<file path="src/rtl/fifo_pkg.sv">
// Shared constants and helpers for the pipeline FIFO.
// Default geometry is reused by the testbenches.
package fifo_pkg;

  localparam int FWFT_ON  = 1;
  localparam int FWFT_OFF = 0;

  localparam int DEF_SIZE = 5;
  localparam int DEF_DATA = 32;

  // Smallest r with 2**r >= v.
  function automatic int clog2(input int v);
    int r;
    r = 0;
    while ((1 << r) < v) r++;
    return r;
  endfunction

endpackage

</file>
<file path="src/rtl/fifo_ptr_ctrl.sv">
// Pointer, occupancy and flag control for fifo_pipeline_ff.
// Flags are registered from the next-state count.
module fifo_ptr_ctrl
  import fifo_pkg::*;
#(
  parameter  int SIZE      = DEF_SIZE,
  parameter  int AF_THRESH = 4,
  parameter  int AE_THRESH = 1,
  localparam int CW        = clog2(SIZE + 1),
  localparam int PW        = (clog2(SIZE) < 1) ? 1 : clog2(SIZE)
) (
  input  logic          clk,
  input  logic          reset,
  input  logic          clear,
  input  logic          shift_in,
  input  logic          shift_out,
  output logic          push_ok,
  output logic          pop_ok,
  output logic [PW-1:0] wr_ptr,
  output logic [PW-1:0] rd_ptr,
  output logic [PW-1:0] rd_nxt,
  output logic          head_vld_nxt,
  output logic [CW-1:0] count,
  output logic          empty,
  output logic          full,
  output logic          almost_empty,
  output logic          almost_full,
  output logic          overflow,
  output logic          underflow
);

  localparam logic [PW-1:0] LAST = PW'(SIZE - 1);
  localparam logic [CW-1:0] SZ   = CW'(SIZE);
  localparam logic [CW-1:0] AF   = CW'(AF_THRESH);
  localparam logic [CW-1:0] AE   = CW'(AE_THRESH);

  logic [PW-1:0] wr_nxt;
  logic [CW-1:0] count_nxt;
  logic          ovf_nxt;
  logic          udf_nxt;

  // Explicit wrap: depth need not be a power of two.
  function automatic logic [PW-1:0] bump(
    input logic [PW-1:0] p
  );
    return (p == LAST) ? '0 : p + PW'(1);
  endfunction

  // Accept decisions and next-state pointers, count and errors.
  always_comb begin
    push_ok = !clear && shift_in
            && (!full || shift_out);
    pop_ok  = !clear && shift_out && !empty;
    wr_nxt  = push_ok ? bump(wr_ptr) : wr_ptr;
    rd_nxt  = pop_ok  ? bump(rd_ptr) : rd_ptr;
    if (clear) begin
      wr_nxt = '0;
      rd_nxt = '0;
    end
    unique case (1'b1)
      clear:
        count_nxt = '0;
      push_ok && !pop_ok:
        count_nxt = count + CW'(1);
      pop_ok && !push_ok:
        count_nxt = count - CW'(1);
      default:
        count_nxt = count;
    endcase
    head_vld_nxt = !clear && (count_nxt != '0);
    ovf_nxt = !clear && (overflow
            || (shift_in && !push_ok));
    udf_nxt = !clear && (underflow
            || (shift_out && !pop_ok));
  end

  // Register pointers, count and all status flags.
  always_ff @(posedge clk or negedge reset) begin
    if (!reset) begin
      wr_ptr       <= '0;
      rd_ptr       <= '0;
      count        <= '0;
      empty        <= 1'b1;
      full         <= 1'b0;
      almost_empty <= 1'b1;
      almost_full  <= 1'b0;
      overflow     <= 1'b0;
      underflow    <= 1'b0;
    end else begin
      wr_ptr       <= wr_nxt;
      rd_ptr       <= rd_nxt;
      count        <= count_nxt;
      empty        <= (count_nxt == '0);
      full         <= (count_nxt == SZ);
      almost_empty <= (count_nxt <= AE);
      almost_full  <= (count_nxt >= AF);
      overflow     <= ovf_nxt;
      underflow    <= udf_nxt;
    end
  end

endmodule

</file>
<file path="src/rtl/fifo_pipeline_ff.sv">
// Elastic pipeline FIFO: any depth, FWFT or registered read,
// programmable almost flags, sticky errors, synchronous flush.
module fifo_pipeline_ff
  import fifo_pkg::*;
#(
  parameter  int SIZE      = DEF_SIZE,
  parameter  int DATA      = DEF_DATA,
  parameter  int FWFT      = FWFT_ON,
  parameter  int AF_THRESH = 4,
  parameter  int AE_THRESH = 1,
  localparam int CW        = clog2(SIZE + 1)
) (
  input  logic            clk,
  input  logic            reset,
  input  logic            clear,
  input  logic [DATA-1:0] data_in,
  input  logic            shift_in,
  input  logic            shift_out,
  output logic [DATA-1:0] data_out,
  output logic            empty,
  output logic            full,
  output logic            almost_empty,
  output logic            almost_full,
  output logic [CW-1:0]   count,
  output logic            overflow,
  output logic            underflow
);

  localparam int PW = (clog2(SIZE) < 1) ? 1 : clog2(SIZE);

  logic [DATA-1:0] mem [SIZE];
  logic [PW-1:0]   wr_ptr;
  logic [PW-1:0]   rd_ptr;
  logic [PW-1:0]   rd_nxt;
  logic            push_ok;
  logic            pop_ok;
  logic            head_vld_nxt;
  logic            load;
  logic [DATA-1:0] dnxt;

  fifo_ptr_ctrl #(
    .SIZE      (SIZE),
    .AF_THRESH (AF_THRESH),
    .AE_THRESH (AE_THRESH)
  ) u_ctrl (
    .clk          (clk),
    .reset        (reset),
    .clear        (clear),
    .shift_in     (shift_in),
    .shift_out    (shift_out),
    .push_ok      (push_ok),
    .pop_ok       (pop_ok),
    .wr_ptr       (wr_ptr),
    .rd_ptr       (rd_ptr),
    .rd_nxt       (rd_nxt),
    .head_vld_nxt (head_vld_nxt),
    .count        (count),
    .empty        (empty),
    .full         (full),
    .almost_empty (almost_empty),
    .almost_full  (almost_full),
    .overflow     (overflow),
    .underflow    (underflow)
  );

  // Storage is deliberately not reset.
  always_ff @(posedge clk) begin
    if (push_ok) mem[wr_ptr] <= data_in;
  end

  // FWFT shows the post-edge head, bypassing a word
  // written into the head slot; otherwise load on pop.
  always_comb begin
    if (FWFT == FWFT_ON) begin
      load = head_vld_nxt;
      dnxt = (push_ok && wr_ptr == rd_nxt)
           ? data_in : mem[rd_nxt];
    end else begin
      load = pop_ok;
      dnxt = mem[rd_ptr];
    end
  end

  // Output register; holds while nothing new is shown.
  always_ff @(posedge clk or negedge reset) begin
    if (!reset) data_out <= '0;
    else if (load) data_out <= dnxt;
  end

endmodule
</file>
<file path="config.mk">
export PLATFORM = sky130hd
export DESIGN_NAME = fifo_pipeline_ff
export DESIGN_NICKNAME = d
export VERILOG_FILES = /design/src/rtl/fifo_pkg.sv /design/src/rtl/fifo_ptr_ctrl.sv /design/src/rtl/fifo_pipeline_ff.sv
export SDC_FILE = /design/constraint.sdc
export NUM_CORES = 1
export LEC_CHECK = 0
export CAP_MARGIN = 15
export CORE_MARGIN = 2
export CORE_UTILIZATION = 30
export CTS_BUF_LIST = sky130_fd_sc_hd__clkbuf_16
export CTS_CLUSTER_SIZE = 10
export DETAILED_ROUTE_END_ITERATION = 16
export PLACE_DENSITY = 0.51
export SLEW_MARGIN = 15
export SYNTH_ARGS = -nofsm -noshare
export SYNTH_HDL_FRONTEND = slang
export SYNTH_SLANG_ARGS = --single-unit
</file>
<file path="constraint.sdc">
create_clock -name clk -period 12.75 [get_ports clk]
set_input_delay 1.275 -clock clk [delete_from_list [all_inputs] [get_ports clk]]
set_output_delay 1.275 -clock clk [all_outputs]
set_load 0.02 [all_outputs]
</file>
== Word level (Yosys, flattened, before mapping) ==
Memories as Yosys holds them, arrays and structs flattened. A register that Yosys moved wholly into a read port is not among the register bits.
Index checks and enable logic that the tools add are counted.

* Flip-flop bits (word level): 15
* RAM bits: 160
* Input bits: 37
* Output and inout bits: 41
* Word-level logic and storage cells: 51
* Memories: 1

* $add $sub $neg: 4
* $lt $le $gt $ge: 2
* Equality and inequality tests: 3
* Multiplexer cells: 9
* Reductions and logical operators: 23

{| class="wikitable"
|+ Memories
! name !! depth !! bits a word !! read ports !! clocked after memory_dff !! wr ports !! RTL line !! RTL
|-
| mem || 5 || 32 || 1 || 1 || 1 || fifo_pipeline_ff.sv:31 || <nowiki>logic [DATA-1:0] mem [SIZE];</nowiki>
|}

{| class="wikitable"
|+ Operators by type and width
! cell !! count
|-
| 2-to-1 mux 3 bit || 6
|-
| logical AND 1 bit || 11
|-
| adder 3 x 1 -> 3 bit (second input constant) || 3
|-
| == test 3 bit (second input constant) || 3
|-
| case mux 3 bit (3 select lines) || 1
|-
| zero test 1 bit || 6
|-
| >= comparator 3 bit (second input constant) || 1
|-
| <= comparator 3 x 1 -> 1 bit (second input constant) || 1
|-
| zero test 3 bit || 1
|-
| logical OR 1 bit || 3
|-
| nonzero test 3 bit || 1
|-
| subtractor 3 x 1 -> 3 bit (second input constant) || 1
|-
| 2-to-1 mux 1 bit || 2
|-
| nonzero test 2 bit || 1
|}

== Depth between registers and ports, before layout ==
Gate-level depths: netlist of the first run.

* Depth in word-level cells: 8
* Mapped depth: 11
* Mapped depth without buffers: 10

== Modules after synthesis ==
Synthesis of the first run repeated with hierarchy kept, for this count alone.

* Cells, all modules: 459
* Area total of the unflattened synthesis: 8,234.1 um^2

{| class="wikitable"
|+ Modules (own cells, without submodules)
! module !! instances !! cells each !! area each (um^2) !! seq. area each (um^2)
|-
| fifo_pipeline_ff || 1 || 390 || 7,498.4 || 5,605.4
|-
| fifo_ptr_ctrl || 1 || 69 || 735.7 || 352.8
|}

== Worst setup path before layout of the first run ==
No wires, ideal clock.

* Path kind: input -> register
* Start point: input clear
* End point: memory mem[4][0] (netlist bit), enable pin
* Library setup time: 513 ps
* Arrival: 5,190 ps
* Required time: 12,237 ps
* Setup slack: 7,047 ps
* Stages: 4
* Path buffers: 1
* Cells stage by stage: nand2b_1 > or2_2 > clkbuf_1 > nor4b_1

* Longest elaborated chain between the ends: 5

{| class="wikitable"
|+ Ends and longest elaborated chain
! element !! RTL line !! RTL
|-
| start: declaration || fifo_pipeline_ff.sv:15 || <nowiki>input logic clear,</nowiki>
|-
| zero test 1 bit || fifo_ptr_ctrl.sv:51 || <nowiki>push_ok = !clear && shift_in</nowiki>
|-
| logical AND 1 bit || fifo_ptr_ctrl.sv:51 ||
|-
| logical AND 1 bit || fifo_ptr_ctrl.sv:52 || <nowiki>&& (!full || shift_out);</nowiki>
|-
| 2-to-1 mux 1 bit || fifo_pipeline_ff.sv:68 || <nowiki>if (push_ok) mem[wr_ptr] <= data_in;</nowiki>
|-
| 2-to-1 mux 1 bit (implied by the code) || fifo_pipeline_ff.sv:68 ||
|-
| end: declaration || fifo_pipeline_ff.sv:31 ||
|}

No other way between the ends.

== Final worst setup path of the first run ==
* Start point: input clear
* End point: register data_out[1], read port of mem

* Longest elaborated chain between the ends: 8
* Elaborated cells between the ends (all ways): 14
* Those cells by class: mux: 3; reduce/logical: 11

{| class="wikitable"
|+ Ends and longest elaborated chain
! element !! RTL line !! RTL
|-
| zero test 1 bit || fifo_ptr_ctrl.sv:51, fifo_ptr_ctrl.sv:53, fifo_ptr_ctrl.sv:70 ||
|-
| logical AND 1 bit (on tied branches) || fifo_ptr_ctrl.sv:51, fifo_ptr_ctrl.sv:53 ||
|-
| logical AND 1 bit (on tied branches) || fifo_ptr_ctrl.sv:52, fifo_ptr_ctrl.sv:53 ||
|-
| zero test 1 bit (on tied branches) || fifo_ptr_ctrl.sv:65, fifo_ptr_ctrl.sv:63 ||
|-
| logical AND 1 bit (on tied branches) || fifo_ptr_ctrl.sv:65, fifo_ptr_ctrl.sv:63 ||
|-
| case mux 3 bit (3 select lines) || fifo_ptr_ctrl.sv:60 || <nowiki>unique case (1'b1)</nowiki>
|-
| nonzero test 3 bit || fifo_ptr_ctrl.sv:70 || <nowiki>head_vld_nxt = !clear && (count_nxt != '0);</nowiki>
|-
| logical AND 1 bit || fifo_ptr_ctrl.sv:70 ||
|-
| end: declaration || fifo_pipeline_ff.sv:19 || <nowiki>output logic [DATA-1:0] data_out,</nowiki>
|}

Parallel ways exist; a longest one is shown, timed or not.
A chain may end at the register's enable or synchronous reset.

==> flow_summary.json, run 1 <==
{
  "status": "finished, final reports clean",
  "grt-ovfl-total": 0,
  "crit_type": "input pin to flip-flop",
  "wl_per_cell_um": 20.08,
  "cts_setup_buffers": 0,
  "hp-start": "u_ctrl.overflow",
  "crit_arrival_ns": 5.19,
  "fp.coreArea_mm2": 0.02710,
  "min_to": "u_ctrl.overflow",
  "antenna_found_initial": 0,
  "drv_slew": 0,
  "yosys.area.top_type": "edfxtp_1",
  "fin_total_pwr_w": 0.001968,
  "ctsHtreeMaxLevel": 1,
  "synth-main-ff-cell": "edfxtp_1",
  "portBuffers": 77,
  "r2r_end": "data_out[1]",
  "place_area_mm2": 0.009523,
  "cp-start-kind": "input pin",
  "grt_max_degree": 47,
  "io_pins": 78,
  "leakagePower_nw": 3.731,
  "cts_resized": 0,
  "vias": 4670,
  "critPathRequiredTime_ns": 13.16,
  "power_density_mw_per_mm2": 192.5,
  "drt-pass1-iter-count": 5,
  "cts_made_buffers": 24,
  "grtUsageTotal_pct": 13.60,
  "std_cell_rows": 60,
  "synth_commonest_cells": "edfxtp_1 (160), dfrtp_1 (44), mux2i_1 (35)",
  "fin_nets": 611,
  "netlist_area_mm2": 0.008303,
  "rr_startpoint": "u_ctrl.full",
  "dieWidth_um": 170.4,
  "netlist_instances": 483,
  "syn-num-nets": 526,
  "drt_iter0_markers": 321,
  "clk_pin_slew_ns": 0.06,
  "wirelength_mm": 19.24,
  "die_height_um": 170.4,
  "hold_buffers": 0,
  "yosysUniqueCellTypes": 43,
  "holdWs_ns": 0.5125,
  "ys_warn_count": 0,
  "cts_tree": "built",
  "report.final.setup_viol": 0,
  "post-route-period-util_pct": 37.43,
  "drc": 0,
  "reg2reg_depth": 11,
  "cts_sinks": 206,
  "routabilityCongestion": 0.7459,
  "worst_slew_pin_slew_ns": 1.157,
  "first_global_vias": 4988,
  "synth_top_area_share_pct": 57.87,
  "rsz0062_at_grt": "no",
  "grt_pass1_wl_mm": 29.97,
  "hpwl_mm": 11.28,
  "floorplan.initialDensity_pct": 30.64,
  "ir_drop_uv": 82.96,
  "yosysMostFrequentCell": "edfxtp_1",
  "antenna_left": 0,
  "cts_max_path_buffers": 3,
  "slew_headroom_pct": 22.86,
  "r2r_slack_ns": 9.24,
  "finalHoldViolations": 0,
  "hold_depth": 2,
  "drive_gt1_share_pct": 15.19,
  "die-area_mm2": 0.02902,
  "ys_seq_area_share_pct": 71.76,
  "end_kind": "flip-flop",
  "tns_ns": 0,
  "async_reset_ff_share_pct": 22.33,
  "period_needed_ns": 4.772,
  "root_buffer": "clkbuf_16",
  "syn_area_per_cell_um2": 17.19,
  "insertion_delay_ns": 0.51,
  "hold_class": "flip-flop to flip-flop",
  "vias_per_cell": 4.875,
  "area_delta_synth_final_pct": 23.09,
  "design_area_mm2": 0.01022,
  "synth_edf_count": 160,
  "fin_skew_ns": 0.007732,
  "timing.fmax_mhz": 209.5,
  "synth_seq_cells": 206,
  "crit_fanout": 33,
  "antenna_cells": 0,
  "max_cap_viol_count": 0,
  "synth_area_leaders": "edfxtp_1 (58%), dfrtp_1 (13%), mux4_2 (8.4%)"
}
[registers in the layout, summed over array words and instances (netlist names)]
signal / flops
u_ctrl.wr_ptr: 3
u_ctrl.overflow: 1
u_ctrl.count: 2
mem: 160
u_ctrl.almost_full: 1
u_ctrl.full: 1
u_ctrl.empty: 1
u_ctrl.rd_ptr: 3
u_ctrl.almost_empty: 1
u_ctrl.underflow: 1
data_out: 32
[worst max path at each step]
| stage | startpoint | endpoint | slack [ns] | cells after the start |
|---|---|---|---|---|
| 4_1_cts | clear | data_out[14] | 8.00 | 11 |
| 6_report | clear | data_out[1] | 7.98 | 12 |
| 3_3_place_gp | clear | data_out[21] | 7.62 | 12 |
| 5_1_grt | clear | data_out[27] | 7.77 | 12 |
| 3_5_place_dp | clear | data_out[14] | 7.46 | 11 |
| 2_1_floorplan | clear | mem[4][0] | 7.05 | 4 |
[through the flow]
stage	setup slack (ns)	util [%]	std cells
after floorplan	7.047	-	483
after detailed placement	7.459	35.14	914
final	7.978	37.71	958
after global routing	7.774	37.71	958
after CTS	7.997	37.71	958
after global placement	7.623	35.14	914
[report_power, final]
group          switching (W)  internal, W  total [W]
logic               0.000284     0.000226   0.000510
registers          0.0000590     0.000802   0.000861
clock network       0.000248     0.000349   0.000597
total               0.000591      0.00138    0.00197
[metal layers]
layer  GRT usage (%)  wire (um)  part of all wire, %
met5               0          0                    0
met3           2.279        897                  4.7
met4           3.753        410                  2.1
met1           18.63       8606                   45
met2           22.45       9324                   48
[worst max-delay path, stage by stage]
cell and delay [ns]:
clkdlybuf4s50_1 0.73, nand2b_1 0.34, or2_2 0.35, ha_1 0.23, fa_1 0.39, xnor3_1 0.19
a2bb2oi_1 0.19, a31oi_4 0.20, buf_4 0.43, o41ai_4 0.32, buf_4 0.30, o211ai_1 0.21
[placed cells by master (no fill, tap or decap), drive strengths merged, types with 2 or more instances in the layout]
| master | Yosys | routed |
|---|---|---|
| edfxtp | 160 | 160 |
| clkdlybuf4s50 | 0 | 76 |
| dfrtp | 44 | 44 |
| mux2i | 36 | 36 |
| nand2 | 32 | 32 |
| mux4 | 31 | 31 |
| nand4 | 31 | 31 |
| o211ai | 31 | 31 |
| inv | 10 | 28 |
| clkbuf | 13 | 25 |
| nor2 | 20 | 20 |
| buf | 17 | 13 |
| a21oi | 10 | 10 |
| nand2b | 5 | 5 |
| nor3 | 5 | 5 |
| ha | 5 | 5 |
| nor2b | 4 | 4 |
| o21ai | 3 | 3 |
| a2bb2oi | 2 | 2 |
| nor4 | 2 | 2 |
| a211oi | 2 | 2 |
| a31o | 2 | 2 |
| dfstp | 2 | 2 |
[final cells by class]
cell class	count	area, um2
Clock buffer	25	625.6
Clock inverter	19	71.32
Fill cell	2516	16880
Inverter	10	37.54
Multi-Input combinational cell	237	2206
Sequential cell	206	5958
Tap cell	372	465.4
Timing Repair Buffer	89	855.8
[kinds of logic (layout without fill, tap and decap cells)]
kind of cell | count (synthesis) | after routing | synth area share (%)
muxes | 68 | 68 | 12.93
xor gates and xnor gates | 1 | 1 | 0.2712
adders and majority gates | 6 | 6 | 0.9946
and+or+nand+nor | 108 | 108 | 6.721
AOI/OAI and AO/OA | 54 | 54 | 4.882
DFF | 206 | 206 | 71.76
buffers and inverters | 40 | 143 | 2.441
No activity file was read; power rests on OpenSTA's default activity.
==> run 2, diff against run 1 <==
--- a/config.mk
+++ b/config.mk
@@ -11,7 +11,7 @@
 export CTS_BUF_LIST = sky130_fd_sc_hd__clkbuf_16
 export CTS_CLUSTER_SIZE = 10
 export DETAILED_ROUTE_END_ITERATION = 16
-export PLACE_DENSITY = 0.51
+export PLACE_DENSITY = 0.53
 export SLEW_MARGIN = 15
 export SYNTH_ARGS = -nofsm -noshare
 export SYNTH_HDL_FRONTEND = slang
==> constraint.sdc (replaced) <==
create_clock -name clk -period 4.3 [get_ports clk]
set_input_delay 0.43 -clock clk [delete_from_list [all_inputs] [get_ports clk]]
set_output_delay 0.43 -clock clk [all_outputs]
set_load 0.02 [all_outputs]
==> flow_summary.json, run 2 (synthesized netlist as in run 1, its figures left out) <==
{
  "dieWidth_um": 170.4,
  "std_cell_rows": 60,
  "regArea_mm2": 0.005958,
  "max_stage_delay_ns": 0.54,
  "grtUsageTotal_pct": 13.98,
  "fin_skew_ns": 0.01067,
  "cts_resized": 0,
  "rr_startpoint": "u_ctrl.full",
  "top_register": "mem",
  "final_cell_mix": "edfxtp_1 (160), clkdlybuf4s50_1 (76), dfrtp_1 (44)",
  "rsz0062_at_grt": "no",
  "drc": 0,
  "layout_commonest_cell": "edfxtp_1",
  "top_regs": "mem x160, data_out x32",
  "fin_nets": 621,
  "hold_buffers": 0,
  "clk_pin_slew_ns": 0.05,
  "crit_fanout": 32,
  "drv_slew": 0,
  "antenna_cells": 0,
  "ctsHtreeMaxLevel": 1,
  "nFillCells": 2511,
  "worst_slew_pin_slew_ns": 0.9005,
  "multi_input_area_mm2": 0.002205,
  "first_global_vias": 5082,
  "io_pins": 78,
  "critPathLaunch": "shift_out",
  "hold_class": "input pin to async pin",
  "area_delta_synth_final_pct": 24.73,
  "end_kind": "flip-flop",
  "drt_iter0_markers": 302,
  "fp.coreArea_mm2": 0.02710,
  "cts_tree": "built",
  "crit_arrival_ns": 3.57,
  "cts_sinks": 206,
  "vias": 4682,
  "cp_top_family": "buffers and inverters",
  "slowest_stage": "clkdlybuf4s50_1",
  "floorplan.initialDensity_pct": 30.64,
  "grt-ovfl-total": 0,
  "ir_drop_uv": 326.5,
  "antenna_found_initial": 1,
  "grt_max_degree": 47,
  "die-area_mm2": 0.02902,
  "drive_gt1_share_pct": 16.97,
  "timing.fmax_mhz": 318.9,
  "antenna_left": 0,
  "post-route-period-util_pct": 72.93,
  "worstPathCellList": "clkdlybuf4s50_1 > nor2b_1 > or2_2 > ha_1 > fa_1 > xnor3_1 > a2bb2oi_1 > a31oi_4 > buf_4 > nor2_1 > a31o_2 > a21oi_1",
  "slew_headroom_pct": 39.90,
  "cts_max_path_buffers": 3,
  "final_util_pct": 38.21,
  "largest_reg_flops": 160,
  "cts_made_buffers": 25,
  "routabilityCongestion": 0.7481,
  "die_height_um": 170.4,
  "root_buffer": "clkbuf_16",
  "critPathRequiredTime_ns": 4.73,
  "grt_pass1_wl_mm": 30.51,
  "status": "finished, final reports clean",
  "fin_total_pwr_w": 0.006011,
  "finalHoldViolations": 0,
  "drt-pass1-iter-count": 4,
  "power_density_mw_per_mm2": 580.4,
  "wirelength_mm": 19.97,
  "max_cap_viol_count": 0,
  "leakagePower_nw": 3.793,
  "report.final.setup_viol": 0,
  "hpwl_mm": 11.62,
  "insertion_delay_ns": 0.51,
  "cts_setup_buffers": 0,
  "holdWs_ns": 0.06549,
  "portBuffers": 77,
  "cp-start-kind": "input pin",
  "crit_type": "input pin to flip-flop",
  "period_needed_ns": 3.136,
  "path_buf_inv": 2,
  "wl_per_cell_um": 20.65,
  "vias_per_cell": 4.842
}
run 2: cell types whose count changed in the layout (fill, tap and decap cells not counted), sizes merged:
| cell | previous run | this run |
|---|---|---|
| inv | 28 | 26 |
| bufinv | 0 | 2 |
| buf | 13 | 22 |
run 2: final cells by class:
cell class | count | area share, %
flip-flops and latches | 206 | 57.53
multi-input cells | 237 | 21.29
repair buffers | 98 | 9.037
clock buffers | 25 | 6.041
well taps | 372 | 4.494
clock inverters | 19 | 1.244
inverters | 10 | 0.3624
run 2: worst register-to-register path: cells and delay by family (launching register included):
kind	cells	cell delay, ns
flip-flops	1	0.38
XOR/XNOR	1	0.19
adder cells (fa/ha/maj)	2	0.60
AO/OA/AOI/OAI	4	0.78
buffers and inverters	1	0.43
AND/OR/NAND/NOR	3	0.66
run 2: through the flow:
stage | instances | cell area (um2) | setup WS [ns] | setup TNS [ns]
2_1_floorplan | 483 | 8309 | -0.3239 | -20.73
3_3_place_gp | 923 | 9602 | 0.6629 | 0
3_5_place_dp | 923 | 9602 | 0.6549 | 0
4_1_cts | 967 | 10360 | 1.173 | 0
5_1_grt | 967 | 10360 | 1.038 | 0
6_report | 967 | 10360 | 1.164 | 0
run 2: final timing paths:
path                                     to  slack, ns  depth (start not counted)
min reg2reg                    data_out[22]       0.49                          2
min                        u_ctrl.underflow       0.07                          2
max reg2reg                    data_out[14]       1.18                         11
min in group clk               data_out[22]       0.49                          2
max in group asynchronous       data_out[1]       3.74                          2
max                            data_out[14]       1.16                         12
run 2: routing by layer:
metal / GRT usage [%] / share of wire [%] / vias to the layer above
met2: 23.93 / 50 / 133
met3: 3.023 / 5.5 / 30
met1: 18.09 / 43 / 2411
met5: 0 / 0.055 / -
met4: 3.530 / 1.8 / 2
li1: - / - / 2106
run 2: where the power goes:
group	leakage (nW)	internal, W	total (W)	switching (W)
combinational	1.34	0.000700	0.00157	0.000865
clock	0.426	0.00116	0.00192	0.000756
sequential	2.03	0.00238	0.00253	0.000152
==> run 3, diff against run 2 <==
==> constraint.sdc (replaced) <==
create_clock -name clk -period 2.8 [get_ports clk]
set_input_delay 0.28 -clock clk [delete_from_list [all_inputs] [get_ports clk]]
set_output_delay 0.28 -clock clk [all_outputs]
set_load 0.02 [all_outputs]
==> flow_summary.json, run 3 (synthesized netlist as in run 1, its figures left out) <==
{
  "regArea_mm2": 0.005959,
  "root_buffer": "clkbuf_16",
  "grt_pass1_wl_mm": 30.99,
  "fin_ws_ns": 0.1296,
  "crit_fanout": 8,
  "post-route-period-util_pct": 95.37,
  "first_global_vias": 5156,
  "cts_tree": "built",
  "hpwl_mm": 12.03,
  "p_int_w": 0.006517,
  "antenna_found_initial": 1,
  "slowest_stage": "fa_1",
  "insertion_delay_ns": 0.52,
  "io_pins": 78,
  "timing.fmax_mhz": 374.5,
  "top_regs": "mem x160, data_out x32",
  "fp.coreArea_mm2": 0.02710,
  "fin_nets": 644,
  "finalHoldViolations": 0,
  "use_met3_pct": 2.488,
  "fin_skew_ns": 0.02628,
  "fin_total_pwr_w": 0.009317,
  "design_area_mm2": 0.01069,
  "p_sw_w": 0.002800,
  "drc": 0,
  "drt_iter0_markers": 382,
  "hold_class": "input pin to async pin",
  "grt_busiest_layer": "met2",
  "crit_arrival_ns": 3.04,
  "switching_share_pct": 30.05,
  "cts_max_path_buffers": 3,
  "worst_slew_pin_slew_ns": 0.9878,
  "max_cap_viol_count": 0,
  "end_kind": "flip-flop",
  "wirelength_mm": 19.97,
  "leakagePower_nw": 3.948,
  "ctsHtreeMaxLevel": 1,
  "std_cell_rows": 60,
  "crit_type": "flip-flop to flip-flop",
  "cp-start-kind": "flip-flop",
  "period_needed_ns": 2.670,
  "clk_pin_slew_ns": 0.06,
  "routabilityCongestion": 0.7404,
  "use_met1_pct": 18.75,
  "grtUsageTotal_pct": 14.07,
  "final_cell_mix": "edfxtp_1 (160), clkdlybuf4s50_1 (76), dfrtp_1 (43)",
  "critPathRequiredTime_ns": 3.17,
  "grt-ovfl-total": 0,
  "final_util_pct": 39.46,
  "drt-pass1-iter-count": 4,
  "wl_per_cell_um": 20.13,
  "grt_max_degree": 35,
  "report.final.setup_viol": 0,
  "cts_made_buffers": 25,
  "largest_reg_flops": 160,
  "slew_headroom_pct": 33.99,
  "die-area_mm2": 0.02902,
  "drive_gt1_share_pct": 20.32,
  "status": "finished, final reports clean",
  "die_height_um": 170.4,
  "p_comb_share_pct": 28.5,
  "area_delta_synth_final_pct": 28.80,
  "power_density_mw_per_mm2": 871.2,
  "rsz0062_at_grt": "no",
  "place_ws_ns": -0.4023,
  "max_stage_delay_ns": 0.43,
  "top_register": "mem",
  "cts_sinks": 206,
  "worstPathCellList": "nor2b_4 > or2_4 > ha_4 > fa_1 > inv_1 > a2bb2oi_1 > a31oi_4 > o41ai_4 > clkbuf_16 > o211ai_1",
  "drv_slew": 0,
  "ir_drop_uv": 424.5,
  "holdWs_ns": 0.2368,
  "floorplan.initialDensity_pct": 30.64,
  "r2r_end": "data_out[0]",
  "layout_commonest_cell": "edfxtp_1",
  "rr_startpoint": "u_ctrl.full",
  "clockPowerShare_pct": 29.9,
  "antenna_left": 0,
  "portBuffers": 77,
  "antenna_cells": 0,
  "nFillCells": 2451,
  "vias": 4770,
  "seqPwrFrac_pct": 41.6,
  "multi_input_area_mm2": 0.002261,
  "r2r_slack_ns": 0.13,
  "use_met2_pct": 23.98,
  "place_area_mm2": 0.009907,
  "dieWidth_um": 170.4,
  "reg2reg_depth": 10,
  "vias_per_cell": 4.808
}
==> run 3: cell count changes in the layout (fill, tap and decap cells not counted), sizes merged <==
cell,delta
buf,+21
bufinv,-2
clkbuf,+1
clkinv,+1
clkinvlp,+1
dlygate4sd3,+1
inv,+2
==> run 3: worst max-delay path by stage <==
stage	start	depth (start not counted)	end
after floorplan	u_ctrl.full	4	mem[2][0]
after global placement	clear	12	data_out[10]
after detailed placement	clear	12	data_out[31]
after CTS	u_ctrl.full	11	data_out[12]
after global routing	u_ctrl.full	10	data_out[4]
final	u_ctrl.full	10	data_out[0]
==> run 3: cell type report <==
| cell class | instances | area share, % |
|---|---|---|
| sequential | 206 | 55.73 |
| tap | 372 | 4.352 |
| inverter | 10 | 0.3510 |
| clock buffer | 25 | 5.850 |
| multi-input combinational | 237 | 21.14 |
| clock inverter | 21 | 0.8190 |
| timing repair buffer | 121 | 11.76 |
==> run 3: power by group through the flow <==
stage                     sequential, W  clock, W  combinational, W
after detailed placement        0.00394         0           0.00263
after floorplan                 0.00419         0           0.00114
after global placement          0.00394         0           0.00261
after global routing            0.00392   0.00296           0.00286
after CTS                       0.00389   0.00285           0.00273
final                           0.00388   0.00279           0.00265
==> run 3: routing by layer <==
metal / routed length [um] / vias to the layer above / part of all wire [%]
met5: 7 / - / 0.035
met4: 357 / 2 / 1.8
met3: 982 / 26 / 4.9
met2: 9678 / 130 / 48
met1: 8944 / 2460 / 45
li1: - / 2152 / -
==> run 3: critical path: cells and delay by family (launching register included) <==
| kind | cells | cell delay [ns] |
|---|---|---|
| buffers and inverters | 2 | 0.36 |
| adder cells (fa/ha/maj) | 2 | 0.59 |
| AO/OA/AOI/OAI | 4 | 0.79 |
| AND/OR/NAND/NOR | 2 | 0.39 |
| flip-flops | 1 | 0.40 |
==> run 3: metrics by stage <==
step	cells	setup TNS, ns
2_1_floorplan	483	-27.95
3_3_place_gp	943	-10.24
3_5_place_dp	943	-11.68
4_1_cts	994	0
5_1_grt	992	0
6_report	992	0
==> run 3: timing repair <==
action,4_1_cts,5_1_grt
hold endpoints to repair,12,0
setup buffers,3,0
hold buffers,1,0
setup endpoints to repair,27,16
gates resized for setup,4,4
cloned,1,0
pin swaps,1,2
